`src/rtl/bram_port_arbiter.sv`:
```
// Two-requester round-robin arbiter with burst lock in front of a single BRAM port.
// Accepted commands issue on the port one cycle later; read data returns tagged two cycles later.
module bram_port_arbiter #(
    parameter int unsigned MAX_BURST = 8
) (
    input  logic        CLK,
    input  logic        RST_N,
    input  logic        req0_valid,
    output logic        req0_ready,
    input  logic        req0_write,
    input  logic        req0_lock,
    input  logic [13:0] req0_addr,
    input  logic [31:0] req0_wdata,
    input  logic [3:0]  req0_be,
    output logic        rsp0_valid,
    output logic [31:0] rsp0_data,
    input  logic        req1_valid,
    output logic        req1_ready,
    input  logic        req1_write,
    input  logic        req1_lock,
    input  logic [13:0] req1_addr,
    input  logic [31:0] req1_wdata,
    input  logic [3:0]  req1_be,
    output logic        rsp1_valid,
    output logic [31:0] rsp1_data,
    output logic [13:0] bramAddr,
    output logic [31:0] bramDout,
    output logic [3:0]  bramWEN,
    output logic        bramEN,
    input  logic [31:0] bramDin
);
    localparam int unsigned CW = $clog2(MAX_BURST + 1);
    localparam logic [CW-1:0] CNT_MAX = CW'(MAX_BURST);

    logic [1:0]    valid;
    logic [1:0]    lock;
    logic          last;
    logic          lock_active;
    logic          lock_owner;
    logic [CW-1:0] burst_cnt;
    logic          hold;
    logic          sel_valid;
    logic          sel;
    logic          accept;
    logic          cmd_write;
    logic          cmd_lock;
    logic [13:0]   cmd_addr;
    logic [31:0]   cmd_wdata;
    logic [3:0]    cmd_be;
    logic          rd_v1;
    logic          rd_tag1;
    logic          rd_v2;
    logic          rd_tag2;

    assign valid = {req1_valid, req0_valid};
    assign lock  = {req1_lock, req0_lock};

    // A saturated lock hands exactly one accept to a waiting peer, then the
    // normal round-robin lets the former holder start a fresh burst.
    always_comb begin
        sel_valid = 1'b0;
        sel       = 1'b0;
        hold      = lock_active && valid[lock_owner] && lock[lock_owner];
        if (hold) begin
            sel_valid = 1'b1;
            sel       = (burst_cnt == CNT_MAX && valid[~lock_owner]) ? ~lock_owner : lock_owner;
        end else if (valid == 2'b11) begin
            sel_valid = 1'b1;
            sel       = ~last;
        end else if (valid[0]) begin
            sel_valid = 1'b1;
            sel       = 1'b0;
        end else if (valid[1]) begin
            sel_valid = 1'b1;
            sel       = 1'b1;
        end
    end

    assign accept     = sel_valid && RST_N;
    assign req0_ready = accept && !sel;
    assign req1_ready = accept && sel;

    assign cmd_write = sel ? req1_write : req0_write;
    assign cmd_lock  = sel ? req1_lock  : req0_lock;
    assign cmd_addr  = sel ? req1_addr  : req0_addr;
    assign cmd_wdata = sel ? req1_wdata : req0_wdata;
    assign cmd_be    = sel ? req1_be    : req0_be;

    always_ff @(posedge CLK or negedge RST_N) begin
        if (!RST_N) begin
            last        <= 1'b1;
            lock_active <= 1'b0;
            lock_owner  <= 1'b0;
            burst_cnt   <= '0;
        end else if (accept) begin
            last <= sel;
            if (!cmd_lock) begin
                lock_active <= 1'b0;
                burst_cnt   <= '0;
            end else if (hold && sel == lock_owner) begin
                if (burst_cnt != CNT_MAX) burst_cnt <= burst_cnt + CW'(1);
            end else begin
                lock_active <= 1'b1;
                lock_owner  <= sel;
                burst_cnt   <= CW'(1);
            end
        end else if (!hold) begin
            lock_active <= 1'b0;
            burst_cnt   <= '0;
        end
    end

    // A write with no byte enables is consumed without touching the port.
    always_ff @(posedge CLK or negedge RST_N) begin
        if (!RST_N) begin
            bramEN   <= 1'b0;
            bramWEN  <= '0;
            bramAddr <= '0;
            bramDout <= '0;
            rd_v1    <= 1'b0;
            rd_tag1  <= 1'b0;
            rd_v2    <= 1'b0;
            rd_tag2  <= 1'b0;
        end else begin
            rd_v2   <= rd_v1;
            rd_tag2 <= rd_tag1;
            rd_v1   <= accept && !cmd_write;
            rd_tag1 <= sel;
            bramEN  <= 1'b0;
            bramWEN <= '0;
            if (accept && (!cmd_write || cmd_be != 4'h0)) begin
                bramEN   <= 1'b1;
                bramAddr <= cmd_addr;
                bramDout <= cmd_wdata;
                bramWEN  <= cmd_write ? cmd_be : 4'h0;
            end
        end
    end

    assign rsp0_valid = rd_v2 && !rd_tag2;
    assign rsp1_valid = rd_v2 && rd_tag2;
    assign rsp0_data  = rsp0_valid ? bramDin : '0;
    assign rsp1_data  = rsp1_valid ? bramDin : '0;
endmodule

```
`config.mk`:
```
export PLATFORM = sky130hd
export DESIGN_NAME = bram_port_arbiter
export DESIGN_NICKNAME = d
export VERILOG_FILES = /design/src/rtl/bram_port_arbiter.sv
export SDC_FILE = /design/constraint.sdc
export NUM_CORES = 1
export LEC_CHECK = 0
export CORE_MARGIN = 2
export CORE_UTILIZATION = 36
export DETAILED_ROUTE_END_ITERATION = 10
export PLACE_DENSITY = 0.85
export SYNTH_ARGS = -nofsm -noshare
export SYNTH_HDL_FRONTEND = slang
export SYNTH_SLANG_ARGS = --single-unit
```
`constraint.sdc`:
```
create_clock -name CLK -period 2.6 [get_ports CLK]
set_input_delay 0.65 -clock CLK [delete_from_list [all_inputs] [get_ports CLK]]
set_output_delay 0.65 -clock CLK [all_outputs]
set_load 0.01 [all_outputs]
```
==> impl_metrics.csv <==
group,metric,value,unit
run_status,status,"completed",
global_route,grt_usage,22.42,%
detailed_routing,drc,0,
clock_network,insertion_delay,0.34,ns
placement,io_buffers,258,
synth,ys_warn_count,0,
detailed_routing,dr.pass1.iters,4,
critical_path,crit_family,"buffers and inverters",
global_route,antenna_found_initial,0,
floorplanning,row_count,37,
clock_network,cts_buffers,9,
worst_hold_path,min_path_type,"reg2reg",
placement,dpl.cell_count,735,
synth,yosysUniqueCellTypes,42,
detailed_routing,wl_met2,6731,um
clock_network,clkSlewWorstSetupHoldPaths,0.07,ns
global_route,grt_pass1_vias,3983,
finish,layout_commonest_cell,"clkdlybuf4s50_1",
sta,report.final.setup_viol,0,
finish,diodes,0,
critical_path,worstPathRequired,1.95,ns
sta,worst_pin_slew,0.8415,ns
critical_path,cp_max_fo,2,
sta,clock_skew,0.009220,ns
clock_network,cts.sinks,62,
synth,netlist_area,3832,sq um
critical_path,path_cells,"clkdlybuf4s50_1, and3_1, clkdlybuf4s50_1",
detailed_routing,highest_layer,"met4",
sta,finalCritPeriodShare,97.89,%
synth,synth_area_leaders,"dfrtp_1 (40%), mux2_2 (16%), mux2_4 (16%), and3_1 (5.9%), and2_1 (5.7%)",
critical_path,arrival,1.90,ns
finish,final_nets,755,
finish,drive_above_1_share,26.05,%
finish,final_util,67.18,%
floorplanning,io_pins,259,
sta,final_max_slew_viol_count,0,
critical_path,cpPeakStageDelay,0.54,ns
placement,gp_congestion,0.8828,
detailed_routing,wirelength,12900,um
power,power.density,480.5,nW/um^2
synth,synth_cells,329,
floorplanning,coreArea,10320,sq um
power,vdd_drop_max,346.5,uV
detailed_routing,vias,3685,
critical_path,slowest_stage,"clkdlybuf4s50_1",
critical_path,start_kind,"input port",
floorplanning,die_height,107.2,um
clock_network,ctsHtreeMaxLevel,3,
synth,synth_area_leader_cell,"dfrtp_1",
detailed_routing,drtIter0Drc,151,
finish,final_cell_mix,"clkdlybuf4s50_1 (251), dfrtp_1 (61), mux2_2 (54), mux2_4 (40), and3_1 (36)",
finish,nFillCells,790,
clock_network,cts_tree,"done",
clock_network,root_buffer,"clkbuf_8",
sta,hold_viol_final,0,
detailed_routing,wl_met1,4859,um
finish,fin_cells,754,
detailed_routing,wl_met3,932,um
sta,rsz0062_at_grt,"no",
synth,synth-async-reset-ratio,100.0,%
flow_run,cap_violations,0,
detailed_routing,viasPerCell,4.887,
synth,syn_nets,471,
floorplanning,die_w,107.2,um
synth,synth.avg_cell_area,11.65,sq um
critical_path,path_class,"in2out",
synth,ys_seq_area_share,40.52,%
detailed_routing,ant_nets,0,
sta,final.min_clock_period,2.545,ns
power,leakagePower,3.042,nW
global_route,gr-total-overflow,0,
synth,synth_top_area_share,39.83,%
detailed_routing,wl_per_cell,17.11,um
critical_path,end_kind,"output port",
sta,fmax,0.3929,GHz
floorplanning,start_util,37.12,%
synth,synth_edf_count,0,
placement,dp_hpwl,9995,um
global_route,grt_pass1_wl,20030,um
global_route,grt_max_degree,68,
clock_network,clockBufferDepth,2,
sta,slew_headroom,43.90,%
synth,ys_ff_latch,62,
synth,synth_flop_cell,"dfrtp_1",
critical_path,path_buf_inv,2,
finish,area_delta_synth_final,80.97,%
critical_path,critPathMostFrequentCell,"clkdlybuf4s50_1",
floorplanning,dieArea,11490,sq um
-- cell families after synthesis --
kind of cell | synth area share (%)
compound gates | 5.191
fa+ha+maj | 0.6529
buf+inv | 4.081
flops | 40.52
mux | 31.80
simple gates | 17.76
-- cells in the mapped netlist, drive strengths merged, types with 2 or more instances --
| library cell | number |
|---|---|
| ha | 2 |
| nor3b | 2 |
| and2 | 35 |
| and3 | 36 |
| nor2b | 2 |
| o21a | 5 |
| dfrtp | 61 |
| nor3 | 2 |
| nand3 | 3 |
| nand2 | 12 |
| nor4 | 2 |
| a21oi | 8 |
| mux2 | 94 |
| o21ai | 7 |
| and4b | 2 |
| nor2 | 13 |
| inv | 4 |
| clkbuf | 10 |
| buf | 13 |
-- path summary, 6_finish.rpt --
path                            slack [ns]  cells after the start         start             to
min in group asynchronous             0.56                      2         RST_N   burst_cnt[2]
worst max register to register        0.23                     10  burst_cnt[0]   burst_cnt[0]
worst max-delay path                  0.05                      3   bramDin[11]  rsp1_data[11]
max in group asynchronous             1.51                      2         RST_N   burst_cnt[0]
worst min-delay path                  0.35                      0       rd_tag1        rd_tag2
worst min register to register        0.35                      0       rd_tag1        rd_tag2
-- stage by stage --
step                      instance area (sq um)  setup TNS (ns)  power, W  hold slack (ns)  setup slack (ns)
after floorplan                            3832               0  0.001836           0.3312            0.2022
after global placement                     6746          -18.19  0.002584           0.3359           -0.5075
after detailed placement                   6746          -21.03  0.002615           0.3393           -0.5666
after CTS                                  6935               0  0.003376           0.3541          0.003959
after global routing                       6935               0  0.003511           0.3702        0.00007483
final                                      6935               0  0.003333           0.3507           0.05484
-- routing by layer --
metal,global-route usage [%],vias to the layer above
met4,9.926,0
li1,-,1730
met5,0,-
met3,5.167,26
met2,41.09,174
met1,24.43,1755
-- power breakdown --
part | switching (W) | internal [W] | total (W)
sequential | 0.0000986 | 0.00113 | 0.00123
combinational | 0.000479 | 0.000889 | 0.00137
clock | 0.000396 | 0.000338 | 0.000734
total | 0.000973 | 0.00236 | 0.00333
-- flip-flops by register name, summed over array words and instances (netlist names) --
signal and count:
burst_cnt 4, bramWEN 4, lock_owner 1, bramDout 32
rd_v2 1, rd_tag1 1, rd_v1 1, bramEN 1
rd_tag2 1, last 1, bramAddr 14, lock_active 1
-- cell type report --
type	instances	area, sq um	share of cell area, %
Sequential cell	62	1553	22.39
Timing Repair Buffer	296	2887	41.62
Clock inverter	7	41.29	0.5953
Inverter	4	15.01	0.2165
Tap cell	136	170.2	2.454
Multi-Input combinational cell	240	2146	30.94
Clock buffer	9	123.9	1.786
-- what timing repair did --
item                       CTS  global route
buffers inserted             2             1
pin swaps                    1             3
hold buffers                 0             0
gates resized for setup     11             4
setup endpoints to repair   42             2
No activity file was read; power rests on OpenSTA's default activity.
